File: src/rtl/fpu_result_buffer.sv
// Result FIFO with valid/ready output and sticky IEEE exception flags behind the FPU rounder.
// Optional trap pulse on masked exceptions: define FPU_RES_TRAP_EN.
module fpu_result_buffer #(
    parameter int unsigned DEPTH = 4,
    parameter int unsigned CNT_W = $clog2(DEPTH) + 1
) (
    input  logic             clk,
    input  logic             rst,
    input  logic             in_valid,
    output logic             in_ready,
    input  logic [63:0]      in_fp,
    input  logic [4:0]       in_ieee,
    input  logic             in_db,
    output logic             out_valid,
    input  logic             out_ready,
    output logic [63:0]      out_fp,
    output logic [4:0]       out_ieee,
    output logic             out_db,
    input  logic             flags_clr,
    output logic [4:0]       flags_sticky,
    output logic [CNT_W-1:0] count
`ifdef FPU_RES_TRAP_EN
    ,
    input  logic [4:0]       trap_mask,
    output logic             trap_pulse
`endif
);

    localparam int unsigned PTR_W = (DEPTH > 1) ? $clog2(DEPTH) : 1;

    typedef struct packed {
        logic [63:0] fp;
        logic [4:0]  ieee;
        logic        db;
    } entry_t;

    entry_t           mem [DEPTH];
    entry_t           head;
    logic [PTR_W-1:0] wr_ptr_q, rd_ptr_q;
    logic [CNT_W-1:0] count_q, count_d;
    logic [4:0]       flags_q, flags_d;
    logic             push, pop;

    // Ready depends only on registered occupancy, so a full buffer with a
    // concurrent pop still refuses the push this cycle.
    assign in_ready  = (count_q != CNT_W'(DEPTH));
    assign out_valid = (count_q != '0);
    assign push      = in_valid && in_ready;
    assign pop       = out_valid && out_ready;

    assign head     = mem[rd_ptr_q];
    assign out_fp   = out_valid ? head.fp   : '0;
    assign out_ieee = out_valid ? head.ieee : '0;
    assign out_db   = out_valid ? head.db   : 1'b0;

    assign count        = count_q;
    assign flags_sticky = flags_q;

    always_comb begin
        count_d = count_q;
        unique case ({push, pop})
            2'b10:   count_d = count_q + CNT_W'(1);
            2'b01:   count_d = count_q - CNT_W'(1);
            default: count_d = count_q;
        endcase
    end

    // Clear takes effect before the new exception bits are merged.
    always_comb begin
        flags_d = flags_clr ? 5'b0 : flags_q;
        if (push) begin
            flags_d = flags_d | in_ieee;
        end
    end

    always_ff @(posedge clk or posedge rst) begin
        if (rst) begin
            wr_ptr_q <= '0;
            rd_ptr_q <= '0;
            count_q  <= '0;
            flags_q  <= '0;
        end else begin
            count_q <= count_d;
            flags_q <= flags_d;
            if (push) begin
                wr_ptr_q <= wr_ptr_q + PTR_W'(1);
            end
            if (pop) begin
                rd_ptr_q <= rd_ptr_q + PTR_W'(1);
            end
        end
    end

    always_ff @(posedge clk) begin
        if (push) begin
            mem[wr_ptr_q] <= '{fp: in_fp, ieee: in_ieee, db: in_db};
        end
    end

`ifdef FPU_RES_TRAP_EN
    always_ff @(posedge clk or posedge rst) begin
        if (rst) begin
            trap_pulse <= 1'b0;
        end else begin
            trap_pulse <= push && ((in_ieee & trap_mask) != 5'b0);
        end
    end
`endif

endmodule
File: config.mk
export PLATFORM = sky130hd
export DESIGN_NAME = fpu_result_buffer
export DESIGN_NICKNAME = d
export VERILOG_FILES = /design/src/rtl/fpu_result_buffer.sv
export SDC_FILE = /design/constraint.sdc
export NUM_CORES = 1
export LEC_CHECK = 0
export BUFFER_PORTS_ARGS = -buffer_cell sky130_fd_sc_hd__buf_2
export CORE_MARGIN = 3
export CORE_UTILIZATION = 51
export CTS_CLUSTER_SIZE = 25
export DETAILED_ROUTE_END_ITERATION = 8
export MAX_ROUTING_LAYER = met4
export PLACE_DENSITY_LB_ADDON = 0.15
export SLEW_MARGIN = 10
export SYNTH_ARGS = -nofsm -noshare
export SYNTH_HDL_FRONTEND = slang
export SYNTH_SLANG_ARGS = --single-unit
File: constraint.sdc
create_clock -name clk -period 2.9 [get_ports clk]
set_input_delay 0.145 -clock clk [delete_from_list [all_inputs] [get_ports clk]]
set_output_delay 0.145 -clock clk [all_outputs]
set_load 0.01 [all_outputs]
==> impl_summary.md <==
Logic synthesis
The fraction of synthesized area in multiplexers is 0.143. The sequential share of the synthesized area is 0.774. The number of nets handed over by synthesis was 576. Of the total synthesized cell area, the portion taken by AND, OR, NAND and NOR gates is 0.0437.

The netlist uses 22 different library cells. The synthesized design contains 292 register bits. During synthesis, Yosys emitted a total of 0 warnings. The number of standard cells after synthesis is 495. The area share of fa/ha/maj cells after synthesis is 0.00734. The cell area after technology mapping is 0.0112 mm2. The complex-gate fraction of the synthesized area is 0.00456.

Of the total synthesized cell area, the portion taken by XOR and XNOR cells is 0.00467. After synthesis, the largest family of logic cells by area is multiplexers. The average cell area after synthesis is 22.7 um2.

Floorplan
After floorplanning, the core was sized to cover 0.0214 mm2. In this run the horizontal extent of the chip is 155 um. The I/O pin count is 155. The die covers 0.0239 mm2. The floorplan step set the die height to 155 um. The site row count is 53. For this configuration, the core starts out at a cell density of 0.527.

Clocking
CTS built an H-tree with a depth of 1. TritonCTS built the clock tree. The post-CTS repair timing setup buffer count is 0.

The clock net in this run drives a total of 292 sinks. Clock latency on the worst-skew pair, taken at its later pin, is 530 ps. The tree is rooted in a sky130_fd_sc_hd__clkbuf_16. The number of gates given a new drive strength after cts is 0. After clock tree synthesis, the clock-pin slew on the worst setup and hold paths is 60 ps. The clock passes through at most 3 buffers. Buffers inserted to repair hold after CTS numbered 73. The number of clock buffers inserted by TritonCTS is 29.

Pwr
The power share of the clock group is 0.249. The share of total power consumed by net switching is 0.292. Dividing total power by cell area gives a power density of 1000 mW/mm2. Internal power comes to 0.00993 W. The net switching power of the design is 0.00410 W. Across the VDD grid, the largest voltage drop is 0.803 mV. The share of total power dissipated in combinational logic is 0.328.

The part of the power in registers is 0.423. The static leakage power is 4.95 nW.

Timing
The worst path in the final design needs a cycle of 2580 ps, including I/O delays and setup. Setup violations remaining at the end of the flow were counted as 0. Of the available clock period, the critical path in the final layout requires 0.890. The final hold violation count is 0.

The post-route clock skew is 11.1 ps. Setup repair after global routing left no endpoint under its margin. At the pin with the least slew margin, the transition time is 717 ps. The number of max-slew violations in the final report is 0.

In the final timing run, aggregate negative setup slack is 0 ps. The highest clock rate is 387 MHz. The worst-case headroom to the max-slew limit is 0.522.

Place
The port buffer count is 154. The half-perimeter wire length after detailed placement is 12.4 mm. The final weighted congestion of routability-driven global placement is 0.713. After detailed placement, the total cell area comes to 0.0123 mm2.

Flow run
The count of max-cap constraint violations is 0.

Layout
The total inserted antenna cells is 0. Leaving out fill and tap cells, the most frequent cell in the layout is sky130_fd_sc_hd__edfxtp_1. From synthesis to final layout, the design area changed by 24.2%. The final instance area is 0.0140 mm2.

Leaving out fill and tap cells, the most frequent cells in the layout are sky130_fd_sc_hd__edfxtp_1, sky130_fd_sc_hd__buf_2, sky130_fd_sc_hd__dlygate4sd3_1. Of the cells placed in the final design, the portion with a size suffix greater than 1 is 0.368. The number of nets in the layout is 823.

Worst setup path
Along the worst path, the maximum fanout reaches 33. STA puts the critical path data arrival time at 2440 ps. In this run the critical register-to-register path is captured at mem[2][6]$_DFFE_PP_. The startpoint identified for the worst register-to-register timing path is count[0]$_DFFE_PP0P_. STA classifies the critical path endpoint as a primary output. For the worst setup path, the data required time is 2760 ps. The number of cells on the worst reg-to-reg path is 5. In this run the register-to-register setup slack is 750 ps. The worst setup path is launched from a flop. The category of the most critical setup path is flop to primary output.

Global routing
The total grt overflow is 0. The initial antenna violation count is 0. The number of global-route vias before repair came to 6107. For this run, the total global-route usage over all layers was measured as 0.186. Entering global routing, the biggest net connects 73 pins. The wire length of the first global-routing pass is 33.6 mm.

Route
The final routed wirelength across all metal layers is 21.3 mm. The wire length per cell is 20.5 um. The detailed router's first-iteration violation count is 310. The remaining number of nets flagged by the antenna check after routing is 0. The first detailed-routing pass ran for 4 iterations. The post-detailed-route via-to-cell ratio is 5.34. The number of remaining DRC errors is 0. The total via count in the routed design is 5552.

Hold path
The path type of the worst min-delay path is input pin to asynchronous set/reset pin.

Outcome
The flow ran to the end, and the final reports show no timing, DRC or antenna violations.
through the flow:
step,hold WS [ps],power (W),setup slack (ps),util,instances
2_1_floorplan,9.70,0.00906,551,-,495
3_3_place_gp,174,0.0106,813,0.578,913
3_5_place_dp,177,0.0107,714,0.578,913
4_1_cts,159,0.0143,231,0.654,1039
5_1_grt,196,0.0148,159,0.654,1039
6_report,177,0.0140,318,0.654,1039
flip-flops by register name (all words and copies together), names as in the netlist:
signal        count
flags_sticky      5
count             3
mem             280
rd_ptr_q          2
wr_ptr_q          2
cell families after synthesis:
logic type,after synthesis
multiplexers,72
adder cells (fa/ha/maj),6
AND/OR/NAND/NOR,80
XOR/XNOR,6
buffers and inverters,33
flip-flops,292
AO/OA/AOI/OAI,6
worst max-delay path, stage by stage (launching register included):
cell	delay, ps
sky130_fd_sc_hd__dfrtp_4	690
sky130_fd_sc_hd__buf_12	330
sky130_fd_sc_hd__mux4_2	550
sky130_fd_sc_hd__and2_1	190
sky130_fd_sc_hd__buf_2	140
how the worst max path moves through the flow:
stage                            start                   to  slack, ps  cells past startpoint
6_report       rd_ptr_q[0]$_DFFE_PP0P_           out_fp[46]        320                      4
5_1_grt        rd_ptr_q[0]$_DFFE_PP0P_           out_fp[46]        160                      4
4_1_cts        rd_ptr_q[0]$_DFFE_PP0P_           out_fp[46]        230                      4
3_5_place_dp      count[0]$_DFFE_PP0P_  mem[2][6]$_DFFE_PP_        710                      5
3_3_place_gp   rd_ptr_q[0]$_DFFE_PP0P_           out_fp[48]        810                      4
2_1_floorplan     count[0]$_DFFE_PP0P_  mem[0][0]$_DFFE_PP_        550                      4
final cells by class:
class | instances | area [um2]
clock buffers | 40 | 787
clock inverters | 13 | 106
repair buffers | 241 | 1690
multi-input cells | 170 | 2290
inverters | 8 | 30.0
flip-flops and latches | 292 | 8720
fillers | 1436 | 7380
well taps | 275 | 344
cell usage after synthesis:
| master | instances | area share |
|---|---|---|
| sky130_fd_sc_hd__edfxtp_1 | 280 | 0.75 |
| sky130_fd_sc_hd__and2_1 | 75 | 0.042 |
| sky130_fd_sc_hd__mux4_2 | 68 | 0.14 |
| sky130_fd_sc_hd__dfrtp_1 | 12 | 0.027 |
| sky130_fd_sc_hd__buf_2 | 9 | 0.0040 |
| sky130_fd_sc_hd__clkbuf_1 | 8 | 0.0027 |
| sky130_fd_sc_hd__inv_1 | 8 | 0.0027 |
| sky130_fd_sc_hd__buf_12 | 7 | 0.012 |
| sky130_fd_sc_hd__a22o_1 | 5 | 0.0039 |
| sky130_fd_sc_hd__ha_1 | 5 | 0.0056 |
| sky130_fd_sc_hd__xnor2_1 | 3 | 0.0023 |
| sky130_fd_sc_hd__xor2_1 | 3 | 0.0023 |
| sky130_fd_sc_hd__mux4_1 | 2 | 0.0047 |
| sky130_fd_sc_hd__nor2_1 | 2 | 0.00067 |
| sky130_fd_sc_hd__a21boi_0 | 1 | 0.00067 |
| sky130_fd_sc_hd__buf_6 | 1 | 0.0010 |
| sky130_fd_sc_hd__fa_1 | 1 | 0.0018 |
| sky130_fd_sc_hd__mux2_2 | 1 | 0.0010 |
| sky130_fd_sc_hd__mux2i_1 | 1 | 0.00089 |
| sky130_fd_sc_hd__nand2_1 | 1 | 0.00033 |
| sky130_fd_sc_hd__nand3_1 | 1 | 0.00044 |
| sky130_fd_sc_hd__or3_1 | 1 | 0.00056 |
power by group through the flow:
stage	Clock, W	Combinational, W	Sequential, W
3_3_place_gp	0	0.00461	0.00598
2_1_floorplan	0	0.00325	0.00582
6_report	0.00349	0.00460	0.00593
4_1_cts	0.00358	0.00472	0.00596
5_1_grt	0.00377	0.00500	0.00602
3_5_place_dp	0	0.00463	0.00604
layer usage:
metal,track usage,routed length [um],vias up
li1,-,-,2499
met1,0.251,9010,2880
met2,0.305,10800,148
met3,0.0311,1060,25
met4,0.0378,375,0
met5,-,0,-
Note: power is estimated with default switching activity, not from simulation.
